===== config.mk =====
export PLATFORM = sky130hd
export DESIGN_NAME = fp_sqrt_requester_flat
export DESIGN_NICKNAME = d
export VERILOG_FILES = /design/src/rtl/fpsqrt_pkg.sv /design/src/rtl/fp_sqrt_requester_if.sv /design/src/rtl/fpsqrt_watchdog.sv /design/src/rtl/fp_sqrt_requester.sv /design/src/flat_wrapper.sv
export SDC_FILE = /design/constraint.sdc
export NUM_CORES = 1
export LEC_CHECK = 0
export CELL_PAD_IN_SITES_DETAIL_PLACEMENT = 0
export CELL_PAD_IN_SITES_GLOBAL_PLACEMENT = 2
export CORE_ASPECT_RATIO = 1.4
export CORE_MARGIN = 2
export CORE_UTILIZATION = 25
export CTS_BUF_LIST = sky130_fd_sc_hd__clkbuf_8
export CTS_CLUSTER_SIZE = 24
export DETAILED_ROUTE_END_ITERATION = 7
export PLACE_DENSITY_LB_ADDON = 0.3
export REMOVE_ABC_BUFFERS = 1
export SLEW_MARGIN = 15
export SYNTH_ARGS = -nofsm -noshare
export SYNTH_HDL_FRONTEND = slang
export SYNTH_SLANG_ARGS = --single-unit

===== constraint.sdc =====
create_clock -name clk -period 1.7 [get_ports clk]
set_clock_uncertainty 0.05 [all_clocks]
set_input_delay 0.17 -clock clk [delete_from_list [all_inputs] [get_ports clk]]
set_output_delay 0.17 -clock clk [all_outputs]
set_load 0.01 [all_outputs]

===== src/rtl/fpsqrt_pkg.sv =====
// Shared definitions for the floating-point square-root requester:
// FSM encoding, IEEE-754 single field widths, canonical quiet NaN and operand classifiers.
package fpsqrt_pkg;

    localparam int SIGN_W         = 1;
    localparam int EXP_W          = 8;
    localparam int FRAC_W         = 23;
    localparam int FP_W           = SIGN_W + EXP_W + FRAC_W;
    localparam int ENGINE_LATENCY = 47;

    localparam logic [FP_W-1:0] FP_QNAN = 32'h7FC0_0000;

    typedef enum logic [1:0] {
        IDLE  = 2'd0,
        ISSUE = 2'd1,
        WAIT  = 2'd2,
        HOLD  = 2'd3
    } state_t;

    function automatic logic fp_is_zero(input logic [FP_W-1:0] x);
        return x[FP_W-2:0] == '0;
    endfunction

    function automatic logic fp_is_nan(input logic [FP_W-1:0] x);
        return (x[FP_W-2 -: EXP_W] == '1) && (x[FRAC_W-1:0] != '0);
    endfunction

    function automatic logic fp_is_pos_inf(input logic [FP_W-1:0] x);
        return x == {1'b0, {EXP_W{1'b1}}, {FRAC_W{1'b0}}};
    endfunction

endpackage


===== src/rtl/fp_sqrt_requester_if.sv =====
// Bundles the upstream operand port, the sqrt engine start/done port and the downstream result port.
// master = requester side, slave = the surrounding producer/engine/consumer.
interface fp_sqrt_requester_if #(
    parameter int DATA_W = 32
) ();

    logic              in_valid;
    logic [DATA_W-1:0] in_data;
    logic              in_ready;

    logic              sqrt_start;
    logic [DATA_W-1:0] sqrt_operand;
    logic              sqrt_done;
    logic [DATA_W-1:0] sqrt_result;
    logic              sqrt_negative;

    logic              out_valid;
    logic              out_ready;
    logic [DATA_W-1:0] out_data;
    logic              out_invalid;
    logic              out_timeout;
    logic              err_spurious;

    modport master (
        input  in_valid, in_data, sqrt_done, sqrt_result, sqrt_negative, out_ready,
        output in_ready, sqrt_start, sqrt_operand, out_valid, out_data,
               out_invalid, out_timeout, err_spurious
    );

    modport slave (
        output in_valid, in_data, sqrt_done, sqrt_result, sqrt_negative, out_ready,
        input  in_ready, sqrt_start, sqrt_operand, out_valid, out_data,
               out_invalid, out_timeout, err_spurious
    );

endinterface


===== src/rtl/fpsqrt_watchdog.sv =====
// Cycle counter bounding how long the requester waits for the sqrt engine.
// expired is asserted while the count sits at TIMEOUT_CYCLES-1.
module fpsqrt_watchdog #(
    parameter int TIMEOUT_CYCLES = 63,
    parameter int CNT_W          = 6
) (
    input  logic clk,
    input  logic rst_n,
    input  logic clear,
    input  logic enable,
    output logic expired
);

    logic [CNT_W-1:0] count_q;
    logic [CNT_W-1:0] count_d;

    always_comb begin
        count_d = count_q;
        if (clear) begin
            count_d = '0;
        end else if (enable) begin
            count_d = count_q + 1'b1;
        end
    end

    always_ff @(posedge clk or negedge rst_n) begin
        if (!rst_n) begin
            count_q <= '0;
        end else begin
            count_q <= count_d;
        end
    end

    assign expired = (count_q == CNT_W'(TIMEOUT_CYCLES - 1));

endmodule


===== src/rtl/fp_sqrt_requester.sv =====
// Initiator for the sqrt engine start/done protocol: latch operand, pulse start, wait with watchdog, hold result.
// Optional FPSQRT_SPECIAL_BYPASS_EN answers ±0, +Inf, NaN and negative operands without using the engine.
module fp_sqrt_requester
    import fpsqrt_pkg::*;
#(
    parameter int              DATA_W         = 32,
    parameter int              TIMEOUT_CYCLES = 63,
    parameter int              CNT_W          = 6,
    parameter logic [DATA_W-1:0] QNAN         = FP_QNAN
) (
    input logic                 clk,
    input logic                 rst_n,
    fp_sqrt_requester_if.master bus
);

    state_t            state_q, state_d;
    logic [DATA_W-1:0] operand_q, operand_d;
    logic [DATA_W-1:0] out_data_q, out_data_d;
    logic              out_invalid_q, out_invalid_d;
    logic              out_timeout_q, out_timeout_d;
    logic              err_spurious_q, err_spurious_d;

    logic              wd_clear;
    logic              wd_enable;
    logic              wd_expired;

    fpsqrt_watchdog #(
        .TIMEOUT_CYCLES(TIMEOUT_CYCLES),
        .CNT_W         (CNT_W)
    ) u_watchdog (
        .clk    (clk),
        .rst_n  (rst_n),
        .clear  (wd_clear),
        .enable (wd_enable),
        .expired(wd_expired)
    );

    always_comb begin
        state_d        = state_q;
        operand_d      = operand_q;
        out_data_d     = out_data_q;
        out_invalid_d  = out_invalid_q;
        out_timeout_d  = out_timeout_q;
        err_spurious_d = err_spurious_q | (bus.sqrt_done && (state_q != WAIT));
        wd_clear       = 1'b0;
        wd_enable      = 1'b0;

        unique case (state_q)
            IDLE: begin
                if (bus.in_valid) begin
                    operand_d = bus.in_data;
                    state_d   = ISSUE;
`ifdef FPSQRT_SPECIAL_BYPASS_EN
                    if (fp_is_zero(bus.in_data) || fp_is_pos_inf(bus.in_data)) begin
                        out_data_d    = bus.in_data;
                        out_invalid_d = 1'b0;
                        out_timeout_d = 1'b0;
                        state_d       = HOLD;
                    end else if (fp_is_nan(bus.in_data) || bus.in_data[DATA_W-1]) begin
                        out_data_d    = QNAN;
                        out_invalid_d = 1'b1;
                        out_timeout_d = 1'b0;
                        state_d       = HOLD;
                    end
`endif
                end
            end
            ISSUE: begin
                wd_clear = 1'b1;
                state_d  = WAIT;
            end
            WAIT: begin
                wd_enable = 1'b1;
                // A done landing on the expiry cycle still counts as a normal completion
                if (bus.sqrt_done) begin
                    out_data_d    = bus.sqrt_negative ? QNAN : bus.sqrt_result;
                    out_invalid_d = bus.sqrt_negative;
                    out_timeout_d = 1'b0;
                    state_d       = HOLD;
                end else if (wd_expired) begin
                    out_data_d    = QNAN;
                    out_invalid_d = 1'b1;
                    out_timeout_d = 1'b1;
                    state_d       = HOLD;
                end
            end
            HOLD: begin
                if (bus.out_ready) begin
                    state_d = IDLE;
                end
            end
            default: begin
                state_d = IDLE;
            end
        endcase
    end

    always_ff @(posedge clk or negedge rst_n) begin
        if (!rst_n) begin
            state_q        <= IDLE;
            operand_q      <= '0;
            out_data_q     <= '0;
            out_invalid_q  <= 1'b0;
            out_timeout_q  <= 1'b0;
            err_spurious_q <= 1'b0;
        end else begin
            state_q        <= state_d;
            operand_q      <= operand_d;
            out_data_q     <= out_data_d;
            out_invalid_q  <= out_invalid_d;
            out_timeout_q  <= out_timeout_d;
            err_spurious_q <= err_spurious_d;
        end
    end

    // in_ready is gated by rst_n so that every output reads 0 while reset is held
    assign bus.in_ready     = rst_n && (state_q == IDLE);
    assign bus.sqrt_start   = (state_q == ISSUE);
    assign bus.out_valid    = (state_q == HOLD);
    assign bus.sqrt_operand = operand_q;
    assign bus.out_data     = out_data_q;
    assign bus.out_invalid  = out_invalid_q;
    assign bus.out_timeout  = out_timeout_q;
    assign bus.err_spurious = err_spurious_q;

endmodule


===== src/flat_wrapper.sv =====
// flat-port wrapper written by rule: the top's interface ports become plain ports
module fp_sqrt_requester_flat import fpsqrt_pkg::*;
#(
    parameter int              DATA_W         = 32,
    parameter int              TIMEOUT_CYCLES = 63,
    parameter int              CNT_W          = 6,
    parameter logic [DATA_W-1:0] QNAN         = FP_QNAN
)
  (clk, rst_n, bus_in_valid, bus_in_data, bus_sqrt_done, bus_sqrt_result, bus_sqrt_negative, bus_out_ready, bus_in_ready, bus_sqrt_start, bus_sqrt_operand, bus_out_valid, bus_out_data, bus_out_invalid, bus_out_timeout, bus_err_spurious);
  fp_sqrt_requester_if #(.DATA_W(DATA_W)) bus_i ();
  input logic clk;
  input logic rst_n;
  input wire logic [$bits(bus_i.in_valid)-1:0] bus_in_valid;
  input wire logic [$bits(bus_i.in_data)-1:0] bus_in_data;
  input wire logic [$bits(bus_i.sqrt_done)-1:0] bus_sqrt_done;
  input wire logic [$bits(bus_i.sqrt_result)-1:0] bus_sqrt_result;
  input wire logic [$bits(bus_i.sqrt_negative)-1:0] bus_sqrt_negative;
  input wire logic [$bits(bus_i.out_ready)-1:0] bus_out_ready;
  output wire logic [$bits(bus_i.in_ready)-1:0] bus_in_ready;
  output wire logic [$bits(bus_i.sqrt_start)-1:0] bus_sqrt_start;
  output wire logic [$bits(bus_i.sqrt_operand)-1:0] bus_sqrt_operand;
  output wire logic [$bits(bus_i.out_valid)-1:0] bus_out_valid;
  output wire logic [$bits(bus_i.out_data)-1:0] bus_out_data;
  output wire logic [$bits(bus_i.out_invalid)-1:0] bus_out_invalid;
  output wire logic [$bits(bus_i.out_timeout)-1:0] bus_out_timeout;
  output wire logic [$bits(bus_i.err_spurious)-1:0] bus_err_spurious;
  assign bus_i.in_valid = bus_in_valid;
  assign bus_i.in_data = bus_in_data;
  assign bus_i.sqrt_done = bus_sqrt_done;
  assign bus_i.sqrt_result = bus_sqrt_result;
  assign bus_i.sqrt_negative = bus_sqrt_negative;
  assign bus_i.out_ready = bus_out_ready;
  assign bus_in_ready = bus_i.in_ready;
  assign bus_sqrt_start = bus_i.sqrt_start;
  assign bus_sqrt_operand = bus_i.sqrt_operand;
  assign bus_out_valid = bus_i.out_valid;
  assign bus_out_data = bus_i.out_data;
  assign bus_out_invalid = bus_i.out_invalid;
  assign bus_out_timeout = bus_i.out_timeout;
  assign bus_err_spurious = bus_i.err_spurious;
  fp_sqrt_requester #(.DATA_W(DATA_W), .TIMEOUT_CYCLES(TIMEOUT_CYCLES), .CNT_W(CNT_W), .QNAN(QNAN)) u_core (.clk(clk), .rst_n(rst_n), .bus(bus_i));
endmodule

# Yosys cells after proc, flatten, opt, wreduce, memory -nomap -nowiden

Index checks and enable logic that the tools add are counted.

Word-level logic and storage cells: 40
Latch bits: 0
Bits in registers: 75
Memories: 0
Output and inout bits: 70
Bits in read-only memories: 0
Memory bits (writable): 0

Bitwise logic cells: 1
Equality and inequality tests: 8
Magnitude comparators: 0
Add/subtract/negate cells: 1
Multipliers: 0
Divide/modulo/power cells: 0
Shifts and indexed selects: 0
Muxes and demuxes: 15
Reductions and logical operators: 8

Operators with widths:

| kind                  | number |
|---|---|
| $mux W32              | 3 |
| $mux W6               | 2 |
| $mux W2               | 4 |
| $pmux W2 S4           | 1 |
| $add A6 B1 Y6 const B | 1 |
| $eq A6 B6 Y1 const B  | 1 |
| $ne A2 B2 Y1 const B  | 3 |
| $mux W1               | 5 |
| $eq A2 B2 Y1 const B  | 2 |
| $reduce_and A2 Y1     | 2 |
| $reduce_bool A2 Y1    | 2 |
| $ne A3 B3 Y1 const B  | 1 |
| $reduce_and A3 Y1     | 1 |
| $eq A2 B1 Y1 const B  | 1 |
| $logic_and A1 B1 Y1   | 2 |
| $logic_not A2 Y1      | 1 |
| $or A1 B1 Y1          | 1 |

# Longest topological paths before layout

Gate-level depths: netlist of run 1.

Word-level depth: 4
Gate-level depth with buffers: 8
Gate-level depth less buffers: 5

# Modules after synthesis

From an unflattened synthesis of run 1, not the netlist that was laid out.

Cell total of the unflattened synthesis: 200
Area total of the unflattened synthesis: 2925.3 µm²

By module, submodules not included:

| module            | times used | area each (µm²) | cells an instance | sequential area each (µm²) |
|---|---|---|---|---|
| fp_sqrt_requester | 1          | 2630.0          | 170               | 1726.7 |
| fpsqrt_watchdog   | 1          | 295.3           | 30                | 150.1 |

# Worst setup path after synthesis of run 1

OpenSTA, ideal clock, no wires.

Kind: reg2reg
Start: reg u_core.state_q[0]
End: reg u_core.out_data_q[10] (netlist: u_core.bus.out_data[10])
Data required time: 1.530 ns
Period minus slack after synthesis: 1.705 ns
Setup time: 0.120 ns
Data arrival time: 1.535 ns
Stages on the path, launching flop included: 9
Setup slack: -0.005 ns
Cell sequence: dfrtp_1 > inv_1 > ha_1 > buf_6 > and3b_1 > buf_6 > buf_8 > a22o_1 > a31o_1

Longest elaborated chain between the ends: 2

Ends and longest elaborated chain:

| element                     | line                     | RTL |
|---|---|---|
| from (decl)                 | fp_sqrt_requester.sv:16  | `state_t state_q, state_d;` |
| from (signal assigned)      | fp_sqrt_requester.sv:107 | `state_q <= state_d;` |
| $eq A2 B2 Y1                | fp_sqrt_requester.sv:48  | `unique case (state_q)` |
| $reduce_and A2 Y1 (no line) | n/a                      |  |
| to (signal assigned)        | fp_sqrt_requester.sv:109 | `out_data_q <= out_data_d;` |
| to (decl)                   | fp_sqrt_requester.sv:18  | `logic [DATA_W-1:0] out_data_q, out_data_d;` |

Every way passes these cells.
A chain may end at the register's enable or synchronous reset.

# Worst setup path in the final report of run 1

Start: reg u_core.state_q[0]
End: out bus_sqrt_start

Longest elaborated chain between the ends: 1

Ends and longest elaborated chain:

| element      | line                     | RTL |
|---|---|---|
| $eq A2 B1 Y1 | fp_sqrt_requester.sv:118 | `assign bus.sqrt_start = (state_q == ISSUE);` |
| to (decl)    | flat_wrapper.sv:20       | `output wire logic [$bits(bus_i.sqrt_start)-1:0] bus_sqrt_start;` |

Every way passes these cells.

==> impl_metrics.toml, run 1 <==
[sta]
relSlewSlack_pct = 35.32
setup-tns-final_ps = 0
rsz0062_at_grt = "no"
finalMaxSlewViolations = 0
worstMarginPinSlew_ps = 970.1
finalCriticalPeriod_ps = 1617
post-route-period-util_pct = 95.14
setup_viol = 0
fin_ws_ps = 82.64
fin_hold_ws_ps = 31.01
max_freq_mhz = 618.3
hold_violations = 0

[die]
fp.dieH_um = 140.6
io_pins = 140
design.core.area_um2 = 12940
die_x_um = 101.6
die-area_um2 = 14290
start_util_pct = 25.77
placementRows = 49

[synth]
synth_top_area_cell = "dfrtp_1"
synth_top_flop_cell = "dfrtp_1"
syn_area_per_cell_um2 = 12.77
synth.area.top_cells = "dfrtp_1, mux2_1, a22o_1, a31o_1, ha_1"
synth_cell_types = 39
ys_ff_latch = 75
yosys.area.top_type_share_pct = 56.31
synth-edff-count = 0
synth_cells = 261
yosysWarnings = 0
yosysSeqAreaShare_pct = 56.31
synth_area_um2 = 3333
synth-async-reset-ratio_pct = 100.0

[layout]
final_cell_mix = "clkdlybuf4s50_1, dfrtp_1, mux2_1"
drive_above_1_share_pct = 8.537
nNetsFinal = 483
syn2layout_area_growth_pct = 54.95
fillerInstances = 1284
seqCellArea_um2 = 1877
fin_util_pct = 39.93
final_common_cell = "clkdlybuf4s50_1"
multi_input_area_um2 = 1300

[detailed_routing]
postRouteAntennaNets = 0
dr.first_iter.drc_count = 51
vias = 2628
firstDrtPassIters = 4
detail_route.wl_per_cell_um = 16.01
drc = 0
viasPerCell = 4.462
routed_wirelength_um = 9430

[critical_path]
endpoint_kind = "output port"
critPathArrivalTime_ps = 1400
start_kind = "flip-flop"
cp.required_ps = 1480
crit_type = "reg2out"
path_max_fanout = 3

[grt]
grt_max_degree = 76
grt-ovfl-total = 0
grtUsageTotal_pct = 13.29
grt_pass1_vias = 2629
grt_first_pass_wirelength_um = 14500
antenna_found_initial = 1

[placed_design]
place_congestion = 0.7384
io_buffers = 139
dp_slack_ps = 92.42
dp_hpwl_um = 6810

[power_and_ir_drop]
powerDensity_nw_per_um2 = 1776
p_leak_nw = 2.120
irDropWorstVdd_uv = 688.7
finalPower_w = 0.009175

[clock_tree]
clock-root-buffer = "clkbuf_8"
clockBufferDepth = 2
htree_levels = 3
cts_tree = "built"
cts_hold_buffers = 0
cts-buffers-inserted = 9
clk_latency_ps = 340
path_clk_slew_ps = 80
cts_sinks = 75

[worst_hold_path]
hold_class = "in2async"

[run]
cap_violations = 0

[run_status]
status = "finished, final reports clean"
-- Yosys cell counts, types with 3 or more instances --
cell,n
a21oi_1,11
a22o_1,23
a31o_1,23
buf_2,8
clkbuf_1,4
dfrtp_1,75
ha_1,7
inv_1,9
mux2_1,33
nand2_1,3
nor2_1,15
nor2b_1,4
o22ai_1,12
-- worst paths after layout --
path                                         startpoint                           to  slack, ps  depth (start not counted)
worst max-delay path                  u_core.state_q[0]               bus_sqrt_start         80                          3
worst min-delay path                              rst_n  u_core.bus.sqrt_operand[19]         30                          2
worst max register to register        u_core.state_q[0]       u_core.bus.out_data[6]        120                          6
worst min register to register  u_core.bus.err_spurious      u_core.bus.err_spurious        410                          1
max in group asynchronous                         rst_n       u_core.bus.out_data[1]        940                          2
min in group clk                        bus_in_data[29]  u_core.bus.sqrt_operand[29]        360                          2
-- critical path, cell delays in order (launching register included) --
cell and delay, ps:
dfrtp_1 390, buf_4 150, ha_1 220, dlygate4sd2_1 290
-- cell families after synthesis --
group                    after synthesis  synth area share (%)
adder cells (fa/ha/maj)                7                 2.628
AO/OA/AOI/OAI                         81                 18.77
multiplexers                          36                 12.09
flip-flops                            75                 56.31
buffers and inverters                 28                 4.692
AND/OR/NAND/NOR                       34                 5.518
-- area by class of cell --
cell class,count,area share [%]
flip-flops and latches,75,36.34
clock inverters,5,1.066
clock buffers,10,2.665
well taps,178,4.312
diodes,1,0.04845
inverters,9,0.6541
repair buffers,153,29.75
multi-input cells,158,25.17
-- layer usage --
layer | global-route usage, % | up-vias | share of wire (%)
met5 | 0 | - | 0
met3 | 2.677 | 10 | 3.3
met1 | 15.00 | 1307 | 37
met4 | 5.903 | 0 | 2.3
li1 | - | 1258 | -
met2 | 23.68 | 53 | 57
-- power breakdown --
group | internal, W | switching (W)
logic | 0.00275 | 0.00191
registers | 0.00262 | 0.000542
clock network | 0.000705 | 0.000654
-- metrics by stage --
step / instance area [um^2] / std cells
after floorplan: 3211 / 242
after global placement: 4977 / 573
after detailed placement: 4977 / 573
after CTS: 5166 / 588
after global routing: 5165 / 589
final: 5165 / 589
-- sequential cells by signal, indices dropped and copies added, names as in the netlist --
register and cells:
u_core.bus.err_spurious 1, u_core.bus.out_data 32, u_core.bus.out_invalid 1, u_core.bus.out_timeout 1, u_core.bus.sqrt_operand 32, u_core.state_q 2, u_core.u_watchdog.count_q 6
-- repair_timing --
action | 4_1_cts | 5_1_grt
setup buffers | 0 | 0
gates cloned | 0 | 0
setup endpoints to repair | 3 | 1
gates resized for setup | 4 | 2
No activity file was read; power rests on OpenSTA's default activity.
==> inputs of run 2 (changes only) <==
--- a/config.mk
+++ b/config.mk
@@ -14,6 +14,7 @@
 export CTS_CLUSTER_SIZE = 24
 export DETAILED_ROUTE_END_ITERATION = 7
 export PLACE_DENSITY_LB_ADDON = 0.3
+export RECOVER_POWER = 25
 export REMOVE_ABC_BUFFERS = 1
 export SLEW_MARGIN = 15
 export SYNTH_ARGS = -nofsm -noshare
==> impl_metrics.toml, run 2 (synthesis results as in run 1) <==
[run_status]
status = "finished, final reports clean"

[power_and_ir_drop]
finalPower_w = 0.009175
switching_share_pct = 33.81
p_leak_nw = 2.120
internal-power_w = 0.006073
clkPwrFrac_pct = 14.8
seq_power_share_pct = 34.5
powerDensity_nw_per_um2 = 1776
irDropWorstVdd_uv = 688.6
p_comb_share_pct = 50.7
power_switching_w = 0.003102

[placed_design]
place_congestion = 0.7384
place_inst = 573
placed_cell_area_um2 = 4977
io_buffers = 139
dp_hpwl_um = 6810

[layout]
final_cells = 589
final_common_cell = "clkdlybuf4s50_1"
syn2layout_area_growth_pct = 54.95
fillerInstances = 1284
nNetsFinal = 483
fin_util_pct = 39.93
multi_input_area_um2 = 1300
seqCellArea_um2 = 1877
drive_above_1_share_pct = 8.537
final_area_um2 = 5165
final_cell_mix = "clkdlybuf4s50_1, dfrtp_1, mux2_1"

[worst_hold_path]
hold_class = "in2async"

[grt]
antenna_found_initial = 1
grt_pass1_vias = 2629
grt-ovfl-total = 0
grt_max_degree = 76
grtUsageTotal_pct = 13.29
grt_first_pass_wirelength_um = 14500

[clock_tree]
clockBufferDepth = 2
clk_latency_ps = 340
cts_sinks = 75
clock-root-buffer = "clkbuf_8"
cts_setup_buffers = 0
cts-buffers-inserted = 9
cts_tree = "built"
path_clk_slew_ps = 80
htree_levels = 3

[sta]
setup_viol = 0
rsz0062_at_grt = "no"
max_freq_mhz = 618.1
finalCriticalPeriod_ps = 1618
post-route-period-util_pct = 95.16
relSlewSlack_pct = 30.06
hold_violations = 0
finalMaxSlewViolations = 0
fin_hold_ws_ps = 109.3
worstMarginPinSlew_ps = 1049

[run]
cap_violations = 0

[die]
die_x_um = 101.6
design.core.area_um2 = 12940
io_pins = 140
die-area_um2 = 14290
fp.dieH_um = 140.6
placementRows = 49
start_util_pct = 25.77

[critical_path]
endpoint_kind = "output port"
cp_top_family = "buffers and inverters"
crit_type = "reg2out"
ff2ff_path_depth = 6
cp_cell_sequence = "buf_4 -> ha_1 -> dlygate4sd2_1"
path_depth = 3
cp.required_ps = 1480
critPathArrivalTime_ps = 1400
crit-reg2reg-capture = "u_core.bus.out_data[6]"
r2r-start = "u_core.state_q[0]"
start_kind = "flip-flop"
critPathBufInv = 2
path_max_fanout = 3
critPathSlowestCell = "dfrtp_1"
max_stage_delay_ps = 390
r2r_setup_slack_ps = 120

[detailed_routing]
firstDrtPassIters = 4
viasPerCell = 4.462
postRouteAntennaNets = 0
drc = 0
detail_route.wl_per_cell_um = 16.02
vias = 2628
routed_wirelength_um = 9438
dr.first_iter.drc_count = 53
run 2: cell types whose count changed in the layout (fill, tap and decap cells not counted):
cell,change
clkbuf_4,+2
buf_4,-2
run 2: what timing repair did:
action	4_1_cts	5_1_grt
gates cloned	0	0
endpoints found under the hold margin	0	0
hold buffers	0	0
endpoints found under the setup margin	3	1
pin swaps	0	0
gates resized for setup	4	2
run 2: worst max-delay path by stage:
stage / to / slack (ps) / from
after floorplan: u_core.bus.sqrt_operand[0] / -250 / u_core.state_q[0]
after global placement: u_core.state_q[1] / 100 / u_core.state_q[1]
after detailed placement: u_core.bus.out_data[6] / 90 / u_core.state_q[0]
after CTS: bus_in_ready / 0.8 / u_core.state_q[1]
after global routing: bus_sqrt_start / 10 / u_core.state_q[0]
final: bus_sqrt_start / 80 / u_core.state_q[0]
run 2: routing by layer:
| metal | part of all wire [%] | wire [um] | global-route usage (%) |
|---|---|---|---|
| met5 | 0 | 0 | 0 |
| met4 | 2.3 | 221 | 5.903 |
| met3 | 3.3 | 313 | 2.677 |
| met2 | 57 | 5382 | 23.68 |
| met1 | 37 | 3521 | 15.00 |
run 2: layout make-up:
type | count | share of cell area, %
Sequential cell | 75 | 36.34
Timing Repair Buffer | 153 | 29.75
Multi-Input combinational cell | 158 | 25.17
Tap cell | 178 | 4.312
Clock buffer | 10 | 2.665
Clock inverter | 5 | 1.066
Inverter | 9 | 0.6541
Antenna cell | 1 | 0.04845
run 2: per-stage QoR:
stage	TNS, ps	worst slack [ps]
2_1_floorplan	-12540	-248.6
4_1_cts	0	0.7598
5_1_grt	0	11.72
3_5_place_dp	0	92.42
3_3_place_gp	0	97.13
6_report	0	82.21
run 2: power groups by stage:
stage / Combinational, W / Sequential, W / Clock [W]
after floorplan: 0.00193 / 0.00350 / 0
after global placement: 0.00469 / 0.00316 / 0
after detailed placement: 0.00477 / 0.00321 / 0
after CTS: 0.00476 / 0.00317 / 0.00144
after global routing: 0.00504 / 0.00328 / 0.00152
final: 0.00465 / 0.00316 / 0.00136
